==> src/rtl/jpeg_pkg.sv <==
// Shared JPEG definitions: stuffer FSM states and marker constants.
// Used by the byte stuffer and its bench.
package jpeg_pkg;

  typedef enum logic [2:0] {
    IDLE,
    HI,
    HI_STUFF,
    LO,
    LO_STUFF,
    EOI_FF,
    EOI_D9
  } state_t;

  localparam logic [7:0] MARKER_FF  = 8'hFF;
  localparam logic [7:0] STUFF_BYTE = 8'h00;
  localparam logic [7:0] EOI_CODE   = 8'hD9;

  function automatic logic [7:0] byte_of(
    input state_t      s,
    input logic [15:0] w
  );
    logic [7:0] b;
    b = STUFF_BYTE;
    case (s)
      HI:      b = w[15:8];
      LO:      b = w[7:0];
      EOI_FF:  b = MARKER_FF;
      EOI_D9:  b = EOI_CODE;
      default: b = STUFF_BYTE;
    endcase
    return b;
  endfunction

endpackage

==> src/rtl/byte_stuffer.sv <==
// JPEG byte stuffer: splits 16-bit code words into bytes, inserts 00
// after every FF data byte and optionally appends the FF D9 EOI marker.
module byte_stuffer
  import jpeg_pkg::*;
#(
  parameter int EOI_EN = 1
) (
  input  logic        clk,
  input  logic        rst,
  input  logic        ena_in,
  input  logic [15:0] in,
  input  logic        last,
  input  logic        last_bytes,
  output logic        rdy_out,
  output logic        ena_out,
  output logic [7:0]  out,
  input  logic        rdy_in
);

  state_t      state;
  state_t      nxt;
  state_t      done_nxt;
  logic [15:0] word;
  logic [15:0] nword;
  logic        w_last;
  logic        w_lb;
  logic        short_w;
  logic        eoi_pend;
  logic        fin;
  logic        take;
  logic        adv;

  assign short_w  = w_last && !w_lb;
  assign eoi_pend = (EOI_EN != 0) && w_last;
  assign adv      = ena_out && rdy_in;
  assign take     = ena_in && rdy_out;
  assign nword    = take ? in : word;

  // Flag the byte on out as the last data byte of the buffered word.
  always_comb begin
    fin = 1'b0;
    case (state)
      HI:       fin = (word[15:8] != MARKER_FF) && short_w;
      HI_STUFF: fin = short_w;
      LO:       fin = (word[7:0] != MARKER_FF);
      LO_STUFF: fin = 1'b1;
      default:  fin = 1'b0;
    endcase
  end

  // Accept a word when empty, or overlap with the final byte leaving.
  always_comb begin
    rdy_out = 1'b0;
    if (!rst) begin
      rdy_out = (state == IDLE) ||
                (fin && rdy_in && !eoi_pend);
    end
  end

  // Next state; EOI wins over a new word once a last word finishes.
  always_comb begin
    if (eoi_pend)  done_nxt = EOI_FF;
    else if (take) done_nxt = HI;
    else           done_nxt = IDLE;

    nxt = state;
    case (state)
      IDLE: begin
        if (take) nxt = HI;
      end
      HI: begin
        if (adv) begin
          if (word[15:8] == MARKER_FF) nxt = HI_STUFF;
          else if (short_w)            nxt = done_nxt;
          else                         nxt = LO;
        end
      end
      HI_STUFF: begin
        if (adv) nxt = short_w ? done_nxt : LO;
      end
      LO: begin
        if (adv) begin
          if (word[7:0] == MARKER_FF) nxt = LO_STUFF;
          else                        nxt = done_nxt;
        end
      end
      LO_STUFF: begin
        if (adv) nxt = done_nxt;
      end
      EOI_FF: begin
        if (adv) nxt = EOI_D9;
      end
      EOI_D9: begin
        if (adv) nxt = IDLE;
      end
      default: nxt = IDLE;
    endcase
  end

  // Register state, word buffer and the byte presented downstream.
  always_ff @(posedge clk) begin
    if (rst) begin
      state   <= IDLE;
      word    <= '0;
      w_last  <= 1'b0;
      w_lb    <= 1'b0;
      ena_out <= 1'b0;
      out     <= STUFF_BYTE;
    end else begin
      state   <= nxt;
      ena_out <= (nxt != IDLE);
      out     <= byte_of(nxt, nword);
      if (take) begin
        word   <= in;
        w_last <= last;
        w_lb   <= last_bytes;
      end
    end
  end

endmodule

==> config.mk <==
export PLATFORM = sky130hd
export DESIGN_NAME = byte_stuffer
export DESIGN_NICKNAME = d
export VERILOG_FILES = /design/src/rtl/jpeg_pkg.sv /design/src/rtl/byte_stuffer.sv
export SDC_FILE = /design/constraint.sdc
export NUM_CORES = 1
export LEC_CHECK = 0
export CAP_MARGIN = 0
export CORE_UTILIZATION = 52
export CTS_BUF_LIST = sky130_fd_sc_hd__clkbuf_4
export DETAILED_ROUTE_END_ITERATION = 7
export PLACE_DENSITY_LB_ADDON = 0.05
export SYNTH_ARGS = -nofsm -noshare
export SYNTH_HDL_FRONTEND = slang
export SYNTH_SLANG_ARGS = --single-unit
==> constraint.sdc <==
create_clock -name clk -period 2.66 [get_ports clk]
set_clock_uncertainty 0.1 [all_clocks]
set_input_delay 0.798 -clock clk [delete_from_list [all_inputs] [get_ports clk]]
set_output_delay 0.798 -clock clk [all_outputs]
set_load 0.05 [all_outputs]
Word-level counts from Yosys, hierarchy flattened
Index checks and enable logic that the tools add are counted.

storage, ports and cells
  register bits after elaboration = 30
  input bits = 22
  logic and storage cells = 48

operators by class
  eq/ne operators = 14
  multiplexer cells = 17
  reduce and logical (&&, ||, !) cells = 11

operators by type and width
  kind                                                             number
  3-bit two-way mux                                                11
  8-bit one-hot mux with 4 select lines                            1
  3-bit one-hot mux with 7 select lines                            1
  8-bit == test, second input constant                             2
  16-bit two-way mux                                               1
  8-bit inequality test, second input constant                     2
  3-bit == test, second input constant                             5
  3-bit by 2-bit == test with 1-bit output, second input constant  3
  3-bit by 1-bit == test with 1-bit output, second input constant  2
  1-bit logical AND                                                6
  1-bit one-hot mux with 4 select lines                            1
  3-bit zero test                                                  1
  3-bit nonzero test                                               1
  1-bit zero test                                                  2
  1-bit two-way mux                                                2
  1-bit logical OR                                                 1

Logic depth before layout (Yosys ltp)
  depth in word-level cells = 17
  mapped depth = 9

Worst setup path before layout
Ideal clock, no wire load.

  path type = in2out
  from = input port rst
  to = output port rdy_out
  arrival time = 2.223 ns
  path slack = -0.461 ns
  stages on the path = 2
  buffers on the path = 1
  cell sequence = dlygate4sd1_1 -> nor3_1

on the way
  longest elaborated chain between the ends = 1

RTL lines
  item                RTL line            source
  start: declaration  byte_stuffer.sv:9   input logic rst,
  1-bit two-way mux   byte_stuffer.sv:54  if (!rst) begin
  end: declaration    byte_stuffer.sv:14  output logic rdy_out,

Every way passes these cells.

Worst setup path after layout
  from = register ena_out
  to = output port ena_out

RTL lines
  item                      RTL line             source
  start: declaration        byte_stuffer.sv:15   output logic ena_out,
  start signal: assignment  byte_stuffer.sv:111  ena_out <= (nxt != IDLE);

No word-level cell between the ends.

==> metrics <==
Placeable Area 0.00276 sq mm; share of layout cells above drive strength 1 25.8%; top cell type's share of synthesized area 39.5%; CP cell instances clkdlybuf4s50_1; die area 0.00315 sq mm; post-route insts no fill 244; Final WS setup 0.0833 ns; top-count cell post-synth dfxtp_1; Worst-path clk slew 0.09 ns; Synth Cell Area 0.00152 sq mm; layout net count 234; gpl congestion 0.876; WP data arrival 1.68 ns; All-Layer GR Usage 27.3%; drt first pass iters 5; Startpoint Class register; die width 56.1 um; initial core utilization 55.2%; clock latency at the later pin of the worst-skew pair 0.33 ns; first-pass GRT wire length 6.58 mm; Worst Path Buf+Inv 1; Worst IR Drop VDD 0.000513 V; total wire length 4.04 mm; Worst-Margin Slew 0.504 ns; vias in the first global route 1403; final setup fails 0; RSZ-0062 raised after global routing no; Max Fanout on Critical Path 7; clk buf depth 2; Critical Path Max Stage Delay 0.86 ns; CP max-delay cell clkdlybuf4s50_1; via count 1439; Most used DFF post-synth dfxtp_1; row count 19; CTS tree yes; asr flop ratio synth 0%; CTS HTree Levels 2; area grow syn2layout 37.9%; antenna viol nets, final 0; Fillers 210; largest net degree at the start of global routing 31; Max Clock Freq 388 MHz; Top delay family on crit path buffers and inverters; Die Y 56.1 um; required time worst endpoint 1.76 ns; Avg Cell Area, Syn 9.69 sq um; global route overflow 0; Clock Sinks 30; Final Cycle Share 96.9%; pwr dens 522 mW/mm^2; initial antenna violation count 0; clock buffer count from CTS 5; Ys Warns 0; Syn Inst Count 157; Ports 32; Hold-fix buffers, CTS 0; post-synthesis sequential area ratio 39.5%; dpl ws -0.283 ns; max-cap violations 0; root buffer cell clkbuf_4; Port Buffers 31; 1st-iter DRT viols 78; number of flops mapped to enable cells by yosys 0; leakage power 0.814 nW; DP Cell Count 234; drt drc 0; Hold Fails Final Rpt 0; hpwl dp 2.97 mm; final slew viol count 0; Yosys top cell by area dfxtp_1; crit path kind register to output port; Via density 5.90; Critical Path End Type output port; Distinct cells, synth 48; Rel. slew slack 66.3%; Seq cells post-synth 30; synth top area cells dfxtp_1 (39%), mux2i_1 (11%), nor2_1 (6.2%), buf_6 (3.0%), a2111oi_1 (2.6%); syn_nets 179; Period minus WS final 2.58 ns; wire length per cell 16.5 um; status completed; Antenna Diode Count 0; Commonest cells post-synth dfxtp_1 (30), nor2_1 (25), mux2i_1 (17); worst hold path class register to register
kinds of logic (layout without fill, tap and decap cells):
logic type,count (synthesis),count (layout),synth area share (%)
AND/OR/NAND/NOR,57,57,20.6
flip-flops,30,30,39.5
multiplexers,17,17,11.2
buffers and inverters,12,68,6.33
AO/OA/AOI/OAI,41,41,22.5
final timing paths:
check        slack (ns)                 from  depth (start not counted)                end
max                0.08   ena_out$_SDFF_PP0_                          1            ena_out
min                0.43    w_lb$_SDFFE_PP0N_                          2  w_lb$_SDFFE_PP0N_
max reg2reg        0.22  state[2]$_SDFF_PP0_                          8  out[1]$_SDFF_PP0_
min reg2reg        0.43    w_lb$_SDFFE_PP0N_                          2  w_lb$_SDFFE_PP0N_
state kept, by name (all words and copies together), names as in the netlist:
register,cells
state,3
eoi_pend,1
ena_out,1
out,8
word,16
w_lb,1
report_power, final:
group | switching (W) | total, W | internal (W)
Combinational | 0.000171 | 0.000334 | 0.000164
Clock | 0.000155 | 0.000264 | 0.000109
Sequential | 0.0000196 | 0.000498 | 0.000478
worst min-delay path: stages, from the launching register on:
cell and delay, ns:
dfxtp_1 0.36, nand2b_1 0.08, o21ai_1 0.05
metal layers:
metal | routed length (um) | GRT usage, % | share of wire (%) | vias up
li1 | - | - | - | 695
met1 | 1740 | 35.9 | 43 | 694
met2 | 2050 | 42.2 | 51 | 42
met3 | 190 | 7.91 | 4.7 | 8
met4 | 58 | 10.8 | 1.4 | 0
met5 | 0 | 0 | 0 | -
final cells by class:
cell class	count	area [sq um]	area share, %
clock buffers	6	45.0	2.15
clock inverters	2	8.76	0.417
inverters	3	11.3	0.537
multi-input cells	115	855	40.7
flip-flops and latches	30	601	28.6
well taps	31	38.8	1.85
repair buffers	57	539	25.7
stage by stage:
stage	power [W]	util, %	hold WS, ns	cell area [sq um]	TNS [ns]
after floorplan	0.000701	-	0.364	1530	0
after global placement	0.000822	73.0	0.392	2010	-1.21
after detailed placement	0.000831	73.0	0.411	2010	-1.84
after CTS	0.00109	75.5	0.427	2080	0
after global routing	0.00115	76.1	0.468	2100	0
final	0.00110	76.1	0.431	2100	0
layout by cell type (no fill, tap or decap), drive strengths merged, types with 4 or more instances in the layout:
master	count
clkbuf	6
dfxtp	30
a211oi	4
a2111oi	6
and3	6
mux2i	17
o21ai	7
nor2	25
nand2	4
nor3	4
clkdlybuf4s50	29
a21oi	4
buf	27
repair_timing:
item	4_1_cts	5_1_grt
gates resized for setup	2	3
endpoints found under the setup margin	1	2
pin swaps	1	0
endpoints found under the hold margin	0	0
buffers inserted	2	0
Power figures use the tool's default switching activity.
